**src/rtl/hd44780_lcd_responder.sv**
```systemverilog
// HD44780-compatible display-side receiver: decodes LCD_EN falling edges into instruction/data
// writes on an 80-byte DDRAM, tracks AC/flags/busy time, and offers a registered 16x2 read port.
module hd44780_lcd_responder #(
  parameter int BUSY_CYCLES  = 2000,
  parameter int CLEAR_CYCLES = 82000
) (
  input  logic       iCLK,
  input  logic       iRST_N,
  input  logic [7:0] LCD_DATA,
  input  logic       LCD_RW,
  input  logic       LCD_EN,
  input  logic       LCD_RS,
  input  logic       iRD_ROW,
  input  logic [3:0] iRD_COL,
  output logic [7:0] oRD_CHAR,
  output logic [6:0] oAC,
  output logic       oDISP_ON,
  output logic       oCURSOR_ON,
  output logic       oBLINK_ON,
  output logic       oTWO_LINE,
  output logic       oBUSY,
  output logic       oCMD_STROBE,
  output logic       oDATA_STROBE,
  output logic       oERR,
  input  logic       iERR_CLR
);

  localparam int MAX_CYC = (CLEAR_CYCLES > BUSY_CYCLES) ? CLEAR_CYCLES : BUSY_CYCLES;
  localparam int CNT_W   = $clog2(MAX_CYC + 1);
  localparam logic [CNT_W-1:0] BUSY_LOAD  = CNT_W'(BUSY_CYCLES - 1);
  localparam logic [CNT_W-1:0] CLEAR_LOAD = CNT_W'(CLEAR_CYCLES - 1);
  localparam logic [6:0] LAST_IDX = 7'd79;
  localparam logic [6:0] BAD_IDX  = 7'h7F;

  typedef enum logic [1:0] {ST_INIT_CLR, ST_IDLE, ST_CLEARING, ST_BUSY_WAIT} state_e;

  state_e           state_q, state_d;
  logic             en_s1_q, en_s1_d, en_s2_q, en_s2_d;
  logic             rs_s1_q, rs_s1_d, rs_s2_q, rs_s2_d;
  logic             rw_s1_q, rw_s1_d, rw_s2_q, rw_s2_d;
  logic [7:0]       dat_s1_q, dat_s1_d, dat_s2_q, dat_s2_d;
  logic             cmd_vld_q, cmd_vld_d, cmd_rs_q, cmd_rs_d;
  logic [7:0]       cmd_dat_q, cmd_dat_d;
  logic [CNT_W-1:0] cnt_q, cnt_d;
  logic [6:0]       fill_q, fill_d;
  logic             busy_q, busy_d;
  logic [6:0]       ac_q, ac_d;
  logic             id_q, id_d, cg_q, cg_d;
  logic             disp_q, disp_d, cur_q, cur_d, blk_q, blk_d, two_q, two_d;
  logic             err_q, err_d;
  logic [7:0]       rd_char_q, rd_char_d;

  logic [7:0]       mem_q [80];
  logic             mem_we;
  logic [6:0]       mem_waddr;
  logic [7:0]       mem_wdata;

  logic             en_fall, bus_err, is_clear, cmd_err;
  logic [6:0]       ac_idx, rd_idx;

  function automatic logic [6:0] ac_step(input logic [6:0] ac, input logic up, input logic two);
    if (two) begin
      if (up) return (ac == 7'h27) ? 7'h40 : (ac == 7'h67) ? 7'h00 : ac + 7'd1;
      else    return (ac == 7'h00) ? 7'h67 : (ac == 7'h40) ? 7'h27 : ac - 7'd1;
    end
    if (up) return (ac == 7'h4F) ? 7'h00 : ac + 7'd1;
    return (ac == 7'h00) ? 7'h4F : ac - 7'd1;
  endfunction

  function automatic logic [6:0] idx_of(input logic [6:0] ac, input logic two);
    if (two) begin
      if (ac < 7'h28) return ac;
      if (ac >= 7'h40 && ac < 7'h68) return ac - 7'd24;
      return BAD_IDX;
    end
    return (ac <= 7'h4F) ? ac : BAD_IDX;
  endfunction

  function automatic logic addr_ok(input logic [6:0] a, input logic two);
    if (two) return (a < 7'h28) || (a >= 7'h40 && a < 7'h68);
    return a <= 7'h4F;
  endfunction

  // Bus synchroniser and command capture; a fall counts only with EN seen high in s2.
  always_comb begin
    en_s1_d  = LCD_EN;
    rs_s1_d  = LCD_RS;
    rw_s1_d  = LCD_RW;
    dat_s1_d = LCD_DATA;
    en_s2_d  = en_s1_q;
    rs_s2_d  = rs_s1_q;
    rw_s2_d  = rw_s1_q;
    dat_s2_d = dat_s1_q;
    en_fall  = en_s2_q & ~en_s1_q;
    bus_err  = en_fall & ~rw_s2_q & (busy_q | cmd_vld_q);
    cmd_vld_d = en_fall & ~rw_s2_q & ~busy_q & ~cmd_vld_q;
    cmd_rs_d  = cmd_vld_d ? rs_s2_q  : cmd_rs_q;
    cmd_dat_d = cmd_vld_d ? dat_s2_q : cmd_dat_q;
  end

  assign is_clear = ~cmd_rs_q & (cmd_dat_q == 8'h01);
  assign ac_idx   = idx_of(ac_q, two_q);

  always_comb begin
    state_d = state_q;
    case (state_q)
      ST_INIT_CLR:  if (fill_q == LAST_IDX) state_d = ST_IDLE;
      ST_IDLE:      if (cmd_vld_q) state_d = is_clear ? ST_CLEARING : ST_BUSY_WAIT;
      ST_CLEARING,
      ST_BUSY_WAIT: if (cnt_q == '0) state_d = ST_IDLE;
      default:      state_d = ST_INIT_CLR;
    endcase
  end

  always_comb begin
    cnt_d     = cnt_q;
    fill_d    = fill_q;
    busy_d    = busy_q;
    ac_d      = ac_q;
    id_d      = id_q;
    cg_d      = cg_q;
    disp_d    = disp_q;
    cur_d     = cur_q;
    blk_d     = blk_q;
    two_d     = two_q;
    mem_we    = 1'b0;
    mem_waddr = fill_q;
    mem_wdata = 8'h20;
    cmd_err   = 1'b0;
    case (state_q)
      ST_INIT_CLR: begin
        mem_we = 1'b1;
        fill_d = fill_q + 7'd1;
        if (fill_q == LAST_IDX) busy_d = 1'b0;
      end
      ST_CLEARING, ST_BUSY_WAIT: begin
        // Fill runs alongside the busy count; CLEAR_CYCLES >= 80 lets it finish.
        if (state_q == ST_CLEARING && fill_q <= LAST_IDX) begin
          mem_we = 1'b1;
          fill_d = fill_q + 7'd1;
        end
        if (cnt_q == '0) busy_d = 1'b0;
        else             cnt_d  = cnt_q - CNT_W'(1);
      end
      ST_IDLE: begin
        if (cmd_vld_q) begin
          busy_d = 1'b1;
          cnt_d  = BUSY_LOAD;
          if (cmd_rs_q) begin
            if (!cg_q) begin
              mem_we    = (ac_idx <= LAST_IDX);
              mem_waddr = ac_idx;
              mem_wdata = cmd_dat_q;
              ac_d      = ac_step(ac_q, id_q, two_q);
            end
          end else begin
            casez (cmd_dat_q)
              8'b1???????: begin
                cg_d = 1'b0;
                if (addr_ok(cmd_dat_q[6:0], two_q)) ac_d = cmd_dat_q[6:0];
                else                                cmd_err = 1'b1;
              end
              8'b01??????: cg_d = 1'b1;
              8'b001?????: two_d = cmd_dat_q[3];
              8'b0001????: if (!cmd_dat_q[3]) ac_d = ac_step(ac_q, cmd_dat_q[2], two_q);
              8'b00001???: {disp_d, cur_d, blk_d} = cmd_dat_q[2:0];
              8'b000001??: id_d = cmd_dat_q[1];
              8'b0000001?: ac_d = 7'h00;
              8'b00000001: begin
                ac_d   = 7'h00;
                id_d   = 1'b1;
                fill_d = 7'h00;
                cnt_d  = CLEAR_LOAD;
              end
              default: ;
            endcase
          end
        end
      end
      default: ;
    endcase
    // A new error in the same cycle as a clear request wins.
    err_d = (bus_err | cmd_err) ? 1'b1 : (iERR_CLR ? 1'b0 : err_q);
    rd_idx    = iRD_ROW ? (7'd40 + {3'b000, iRD_COL}) : {3'b000, iRD_COL};
    rd_char_d = (iRD_ROW & ~two_q) ? 8'h20 : mem_q[rd_idx];
  end

  always_ff @(posedge iCLK or negedge iRST_N) begin
    if (!iRST_N) begin
      state_q   <= ST_INIT_CLR;
      en_s1_q   <= 1'b0;  en_s2_q  <= 1'b0;
      rs_s1_q   <= 1'b0;  rs_s2_q  <= 1'b0;
      rw_s1_q   <= 1'b0;  rw_s2_q  <= 1'b0;
      dat_s1_q  <= 8'h00; dat_s2_q <= 8'h00;
      cmd_vld_q <= 1'b0;
      cmd_rs_q  <= 1'b0;
      cmd_dat_q <= 8'h00;
      cnt_q     <= '0;
      fill_q    <= 7'h00;
      busy_q    <= 1'b1;
      ac_q      <= 7'h00;
      id_q      <= 1'b1;
      cg_q      <= 1'b0;
      disp_q    <= 1'b0;
      cur_q     <= 1'b0;
      blk_q     <= 1'b0;
      two_q     <= 1'b0;
      err_q     <= 1'b0;
      rd_char_q <= 8'h20;
    end else begin
      state_q   <= state_d;
      en_s1_q   <= en_s1_d;  en_s2_q  <= en_s2_d;
      rs_s1_q   <= rs_s1_d;  rs_s2_q  <= rs_s2_d;
      rw_s1_q   <= rw_s1_d;  rw_s2_q  <= rw_s2_d;
      dat_s1_q  <= dat_s1_d; dat_s2_q <= dat_s2_d;
      cmd_vld_q <= cmd_vld_d;
      cmd_rs_q  <= cmd_rs_d;
      cmd_dat_q <= cmd_dat_d;
      cnt_q     <= cnt_d;
      fill_q    <= fill_d;
      busy_q    <= busy_d;
      ac_q      <= ac_d;
      id_q      <= id_d;
      cg_q      <= cg_d;
      disp_q    <= disp_d;
      cur_q     <= cur_d;
      blk_q     <= blk_d;
      two_q     <= two_d;
      err_q     <= err_d;
      rd_char_q <= rd_char_d;
    end
  end

  always_ff @(posedge iCLK) begin
    if (mem_we) mem_q[mem_waddr] <= mem_wdata;
  end

  assign oRD_CHAR     = rd_char_q;
  assign oAC          = ac_q;
  assign oDISP_ON     = disp_q;
  assign oCURSOR_ON   = cur_q;
  assign oBLINK_ON    = blk_q;
  assign oTWO_LINE    = two_q;
  assign oBUSY        = busy_q;
  assign oCMD_STROBE  = cmd_vld_q & ~cmd_rs_q;
  assign oDATA_STROBE = cmd_vld_q & cmd_rs_q;
  assign oERR         = err_q;

endmodule

```
**config.mk**
```make
export PLATFORM = sky130hd
export DESIGN_NAME = hd44780_lcd_responder
export DESIGN_NICKNAME = d
export VERILOG_FILES = /design/src/rtl/hd44780_lcd_responder.sv
export SDC_FILE = /design/constraint.sdc
export NUM_CORES = 1
export LEC_CHECK = 0
export BUFFER_PORTS_ARGS = -buffer_cell sky130_fd_sc_hd__clkbuf_2
export CORE_MARGIN = 2
export CORE_UTILIZATION = 60
export DETAILED_ROUTE_END_ITERATION = 8
export PLACE_DENSITY = 0.78
export SLEW_MARGIN = 25
export SYNTH_ARGS = -nofsm -noshare
export SYNTH_HDL_FRONTEND = slang
export SYNTH_SLANG_ARGS = --single-unit
```
**constraint.sdc**
```tcl
create_clock -name iCLK -period 5.2 [get_ports iCLK]
set_input_delay 0.78 -clock iCLK [delete_from_list [all_inputs] [get_ports iCLK]]
set_output_delay 0.78 -clock iCLK [all_outputs]
set_load 0.05 [all_outputs]
```
; Word-level counts from Yosys, hierarchy flattened
; Memories as Yosys holds them, arrays and structs flattened.
; Cells that the tools add are included.
[word_totals]
reg_bits = 81
ramBits = 640
in_bits = 19
wordCells = 216
mem_count = 1
[mem_list]
columns = memory, depth, width, read_ports, rd_ports_with_merged_regs, write_ports, line
row1 = mem_q, 80, 8, 1, 0, 1, 53  ; logic [7:0] mem_q [80];
[classes]
n_addsub = 6
magnitude_cmp = 10
n_eq_ne = 25
n_mux = 111
n_bitwise = 17
n_reduce_logical = 22
[ops]
columns = cell, count
row1 = 2-to-1 mux 7 bit, 36
row2 = 2-to-1 mux 17 bit, 4
row3 = 2-to-1 mux 1 bit, 55
row4 = one-hot mux 7 bit (3 select lines), 2
row5 = 2-to-1 mux 8 bit, 5
row6 = one-hot mux 17 bit (2 select lines), 1
row7 = equality test 7 bit (second input constant), 4
row8 = <= comparator 7 bit (second input constant), 4
row9 = AND reduction 4 bit, 5
row10 = zero test 17 bit, 1
row11 = subtractor 17 x 1 -> 17 bit (second input constant), 1
row12 = inequality test 2 bit (second input constant), 8
row13 = adder 7 x 1 -> 7 bit (second input constant), 2
row14 = greater-or-equal comparator 7 bit (second input constant), 2
row15 = less-than comparator 7 x 6 -> 1 bit (second input constant), 2
row16 = less-than comparator 7 bit (second input constant), 2
row17 = bitwise AND 1 bit, 9
row18 = equality test 8 x 1 -> 1 bit (second input constant), 1
row19 = nonzero test 2 bit, 4
row20 = adder 6 x 4 -> 7 bit (first input constant), 1
row21 = equality test 7 x 1 -> 1 bit (second input constant), 1
row22 = equality test 7 x 6 -> 1 bit (second input constant), 1
row23 = zero test 7 bit, 1
row24 = subtractor 7 x 1 -> 7 bit (second input constant), 1
row25 = 22 further kinds, 38

; Depth between registers and ports, before layout
[depth]
word_depth = 17
mapped_depth = 10
ltp_nobuf = 9

; Worst setup path after synthesis
; Ideal clock, no wire load.
[synth_path]
path_type = register to register
start = register ac_q[3], in the netlist oAC[3]
end = memory mem_q[40][0] (enable)
arrival_ns = 2.777
setup_slack_ns = 2.053
stages_incl_launch_ff = 11
path_buffers = 1
period_less_slack_ns = 3.147
cell_sequence = dfrtp_1 -> buf_1 -> inv_1 -> ha_1 -> nand3b_1 -> o22ai_1 -> a211oi_2 -> a21o_1 -> and2b_1 -> o2111ai_1 -> nor2_1
[synth_between]
elab_chain_len = 16
elab_cells_between_ends = 29
classes_between = add/sub (1) / order compare (5) / mux (22) / reduce/logical (1)
[synth_rtl]
columns = item, line
row1 = from (decl), 47  ; logic [6:0] ac_q, ac_d;
row2 = from (signal assigned), 201  ; ac_q <= 7'h00;
row3 = from (signal assigned), 222  ; ac_q <= ac_d;
row4 = greater-or-equal comparator 7 bit / less-than comparator 7 bit (equally long branches), 73  ; if (ac >= 7'h40 && ac < 7'h68) return ac - 7'd24;
row5 = logical AND 1 bit, 73
row6 = 2-to-1 mux 1 bit (2 in series), 73
row7 = 2-to-1 mux 1 bit, 71  ; if (two) begin
row8 = 2-to-1 mux 7 bit, 74  ; return BAD_IDX;
row9 = 2-to-1 mux 7 bit, 73
row10 = 2-to-1 mux 7 bit, 71
row11 = 2-to-1 mux 7 bit *, 76  ; return (ac <= 7'h4F) ? ac : BAD_IDX;
row12 = <= comparator 7 bit, 151  ; mem_we = (ac_idx <= LAST_IDX);
row13 = 2-to-1 mux 1 bit, 150  ; if (!cg_q) begin
row14 = 2-to-1 mux 1 bit, 149  ; if (cmd_rs_q) begin
row15 = 2-to-1 mux 1 bit, 146  ; if (cmd_vld_q) begin
row16 = one-hot mux 1 bit (3 select lines), 130  ; case (state_q)
row17 = 2-to-1 mux 1 bit, 235  ; if (mem_we) mem_q[mem_waddr] <= mem_wdata;
row18 = 2-to-1 mux 1 bit (not written as such), 235
row19 = to (decl), 53
; Every way passes the cells marked *; elsewhere a longest branch is shown, timed or not. The select of a mux whose other input is x is not followed.

; Worst setup path after layout
[layout_path]
start = register state_q[1]
end = memory mem_q[47][3] (enable)
[layout_between]
elab_chain_len = 6
elab_cells_between_ends = 11
classes_between = eq/ne (3) / mux (5) / reduce/logical (3)
[layout_rtl]
columns = item, line
row1 = from (decl), 37  ; state_e state_q, state_d;
row2 = from (signal assigned), 211  ; state_q <= state_d;
row3 = equality test 2 bit, "130, 138"
row4 = logical AND 1 bit, 138  ; if (state_q == ST_CLEARING && fill_q <= LAST_IDX) begin
row5 = 2-to-1 mux 1 bit, 138
row6 = one-hot mux 1 bit (3 select lines), 130
row7 = 2-to-1 mux 1 bit, 235
row8 = 2-to-1 mux 1 bit (not written as such), 235
; Parallel ways exist; a longest one is shown, timed or not.

==> impl_metrics.xml <==
<?xml version="1.0" encoding="UTF-8"?>
<metrics>
  <group name="floorplan">
    <metric name="die_width" unit="um">205.2</metric>
    <metric name="core_region_area" unit="um2">39820</metric>
    <metric name="io-pin-count" unit="">42</metric>
    <metric name="die_height" unit="um">205.2</metric>
    <metric name="start_util" unit="">0.6099</metric>
    <metric name="std_cell_rows" unit="">73</metric>
    <metric name="design.die.area" unit="um2">42100</metric>
  </group>
  <group name="sta">
    <metric name="final_number_of_max_transition_violations" unit="">0</metric>
    <metric name="finalCriticalPeriod" unit="ns">3.886</metric>
    <metric name="finalSetupViolations" unit="">0</metric>
    <metric name="rsz_0062_raised_after_global_routing" unit="">no</metric>
    <metric name="worst_slew_pin_slew" unit="ns">0.9495</metric>
    <metric name="clock.fmax" unit="MHz">257.3</metric>
    <metric name="relSlewSlack" unit="">0.3670</metric>
    <metric name="timing.setup.tns" unit="ns">0</metric>
    <metric name="fin_crit_sh" unit="">0.7473</metric>
    <metric name="clock_skew" unit="ns">0.01816</metric>
    <metric name="hold_violations" unit="">0</metric>
  </group>
  <group name="power">
    <metric name="power_density" unit="nW/um2">358.0</metric>
    <metric name="ir_worst_vdd" unit="V">0.0002319</metric>
    <metric name="total_leakage_power" unit="nW">7.607</metric>
    <metric name="power.total" unit="mW">9.641</metric>
  </group>
  <group name="setup_path">
    <metric name="critical_path.cell_chain" unit="">and3b_1, nand2_1, a211oi_2, a21o_1, and2b_1, o2111ai_1, nor2_1</metric>
    <metric name="required" unit="ns">5.43</metric>
    <metric name="setup.worst_path.end_class" unit="">register</metric>
    <metric name="cpMaxStageDelayCell" unit="">sky130_fd_sc_hd__nor2_1</metric>
    <metric name="timing.critical_path.arrival" unit="ns">4.12</metric>
    <metric name="max_stage_delay" unit="ns">0.75</metric>
    <metric name="path_delay_family" unit="">simple AND/OR/NAND/NOR gates</metric>
    <metric name="path_max_fanout" unit="">16</metric>
    <metric name="startpoint_type" unit="">register</metric>
    <metric name="timing.setup.critical_path_class" unit="">register to register</metric>
    <metric name="critPathBufInv" unit="">0</metric>
  </group>
  <group name="cells_and_area">
    <metric name="antenna_diode_count" unit="">0</metric>
    <metric name="area_delta_synth_final" unit="%">10.89</metric>
    <metric name="register_area" unit="um2">17410</metric>
    <metric name="layout.cells.most_common" unit="">sky130_fd_sc_hd__edfxtp_1</metric>
    <metric name="fillers" unit="">2550</metric>
    <metric name="final_cell_mix" unit="">sky130_fd_sc_hd__edfxtp_1, sky130_fd_sc_hd__mux4_2, sky130_fd_sc_hd__nor2_1, sky130_fd_sc_hd__dfrtp_1, sky130_fd_sc_hd__nand2_1</metric>
    <metric name="multi_input_comb_area" unit="um2">6456</metric>
    <metric name="area_of_all_placed_cells_without_fillers" unit="um2">26930</metric>
    <metric name="layout-drive-gt1-share" unit="">0.2115</metric>
    <metric name="num-nets-final" unit="">1445</metric>
  </group>
  <group name="yosys">
    <metric name="yosys_most_used_dff" unit="">sky130_fd_sc_hd__edfxtp_1</metric>
    <metric name="ys.warnings.count" unit="">0</metric>
    <metric name="postSynthNetCount" unit="">1393</metric>
    <metric name="synth_enable_flop_cells" unit="">512</metric>
    <metric name="synth_area" unit="um2">24290</metric>
    <metric name="yosysSeqAreaShare" unit="">0.7167</metric>
    <metric name="yosys_register_bits" unit="">593</metric>
    <metric name="yosysUniqueCellTypes" unit="">79</metric>
    <metric name="async_reset_ff_frac" unit="">0.1366</metric>
    <metric name="netlist_instances" unit="">1364</metric>
    <metric name="post_synth.cell_area_avg" unit="um2">17.81</metric>
  </group>
  <group name="clock_tree">
    <metric name="cts_inserted_buffers" unit="">55</metric>
    <metric name="clock-sinks" unit="">593</metric>
    <metric name="cts_root_buffer" unit="">sky130_fd_sc_hd__clkbuf_16</metric>
    <metric name="cts_hold_repair.buffers" unit="">0</metric>
    <metric name="clkSlewWorstSetupHoldPaths" unit="ns">0.06</metric>
    <metric name="cts-htree-levels" unit="">2</metric>
    <metric name="cts_resized" unit="">0</metric>
    <metric name="cts_tree" unit="">built</metric>
    <metric name="cts_setup_buffers" unit="">0</metric>
    <metric name="clk_latency" unit="ns">0.61</metric>
    <metric name="clockBufferDepth" unit="">3</metric>
  </group>
  <group name="placed_design">
    <metric name="dpl-instance-area" unit="um2">25040</metric>
    <metric name="routabilityCongestion" unit="">0.8993</metric>
    <metric name="place_hpwl" unit="um">34100</metric>
    <metric name="number_of_i_o_port_buffers" unit="">41</metric>
  </group>
  <group name="drt">
    <metric name="via_per_inst" unit="">6.766</metric>
    <metric name="drt_first_iter_violations" unit="">1774</metric>
    <metric name="drtPass1Iterations" unit="">7</metric>
    <metric name="finalWirelength" unit="um">56530</metric>
    <metric name="drc" unit="">0</metric>
    <metric name="detail-route-antenna-nets" unit="">0</metric>
    <metric name="detailroute.via_count" unit="">13440</metric>
    <metric name="wire_per_inst" unit="um">28.46</metric>
  </group>
  <group name="global_route">
    <metric name="antenna_found_initial" unit="">1</metric>
    <metric name="grt_overflow_total" unit="">0</metric>
    <metric name="grt_start_max_net_pins" unit="">82</metric>
    <metric name="first_global_vias" unit="">13310</metric>
    <metric name="first_pass_grt_wire_length" unit="um">85150</metric>
    <metric name="global_route_usage_sum" unit="">0.2781</metric>
  </group>
  <group name="outcome">
    <metric name="status" unit="">complete, no violations</metric>
  </group>
  <group name="min_path">
    <metric name="holdCritPathClass" unit="">input port to asynchronous set/reset pin</metric>
  </group>
  <group name="job">
    <metric name="maxCapViolCount" unit="">0</metric>
  </group>
</metrics>
==> final timing paths <==
kind	start	to	slack, ns	cells past startpoint
min	iRST_N	dat_s2_q[1]$_DFF_PN0_	0.22	1
min reg2reg	rs_s1_q$_DFF_PN0_	rs_s2_q$_DFF_PN0_	0.35	0
max in group asynchronous	iRST_N	oRD_CHAR[0]$_DFF_PN0_	4.44	1
min in group iCLK	LCD_DATA[5]	dat_s1_q[5]$_DFF_PN0_	0.27	1
max reg2reg	state_q[1]$_DFFE_PN0P_	mem_q[47][3]$_DFFE_PP_	1.31	7
max	state_q[1]$_DFFE_PN0P_	mem_q[47][3]$_DFFE_PP_	1.31	7
==> registers in the layout (all words and copies together) (netlist names), 2 cells and up <==
signal and count:
mem_q 512, fill_q 7, cmd_dat_q 8, state_q 2
cnt_q 17, oAC 7, dat_s1_q 8, oRD_CHAR 8
dat_s2_q 8
==> layer usage <==
layer,part of all wire,global-route usage,wire [um]
met1,0.38,0.3889,21240
met2,0.50,0.4504,28100
met3,0.095,0.05211,5398
met4,0.031,0.09173,1777
met5,0.00023,0,13
==> per-stage QoR <==
step | instances | worst slack (ns) | hold slack [ns] | util
2_1_floorplan | 1364 | 2.053 | 0.3312 | -
3_3_place_gp | 1880 | 1.585 | 0.3313 | 0.6267
3_5_place_dp | 1883 | 1.381 | 0.3347 | 0.6287
4_1_cts | 1985 | 1.371 | 0.2512 | 0.6761
5_1_grt | 1986 | 1.059 | 0.2637 | 0.6763
6_report | 1986 | 1.314 | 0.2201 | 0.6763
==> synthesized netlist by cell type (all sizes together) (10+ instances only) <==
cell | n | share of area
a211oi | 18 | 0.0058
a21oi | 34 | 0.0070
buf | 46 | 0.013
clkbuf | 19 | 0.0030
dfrtp | 78 | 0.080
edfxtp | 512 | 0.63
ha | 10 | 0.0052
inv | 22 | 0.0034
mux4 | 146 | 0.14
nand2 | 70 | 0.011
nand3 | 18 | 0.0037
nor2 | 125 | 0.020
nor2b | 23 | 0.0059
nor3 | 30 | 0.0066
o21ai | 43 | 0.0090
o22ai | 18 | 0.0046
xnor2 | 11 | 0.0040
==> cell families after synthesis <==
logic type	Yosys count	share of synthesized area
buf+inv	87	0.01911
mux	154	0.1408
simple gates	329	0.06527
fa+ha+maj	10	0.005152
flops	593	0.7167
compound gates	173	0.04647
xor+xnor	18	0.006491
==> power by group <==
| part | total [mW] | switching [mW] | internal (mW) |
|---|---|---|---|
| Sequential | 5.16 | 0.0387 | 5.12 |
| Combinational | 0.292 | 0.185 | 0.107 |
| Clock | 4.19 | 1.73 | 2.46 |
| Total | 9.64 | 1.95 | 7.69 |
==> worst register-to-register path, delay by kind of cell (launching register included) <==
kind            cells  cell delay (ns)
flops               1             0.48
compound gates      3             0.91
simple gates        4             2.11
==> layout make-up <==
cell class / count / share of cell area
clock inverter: 35 / 0.01538
tap: 525 / 0.02439
clock buffer: 67 / 0.05468
timing repair buffer: 60 / 0.01649
multi-input combinational: 684 / 0.2397
sequential: 593 / 0.6463
inverter: 22 / 0.003066
Note: power is estimated with default switching activity, not from simulation.
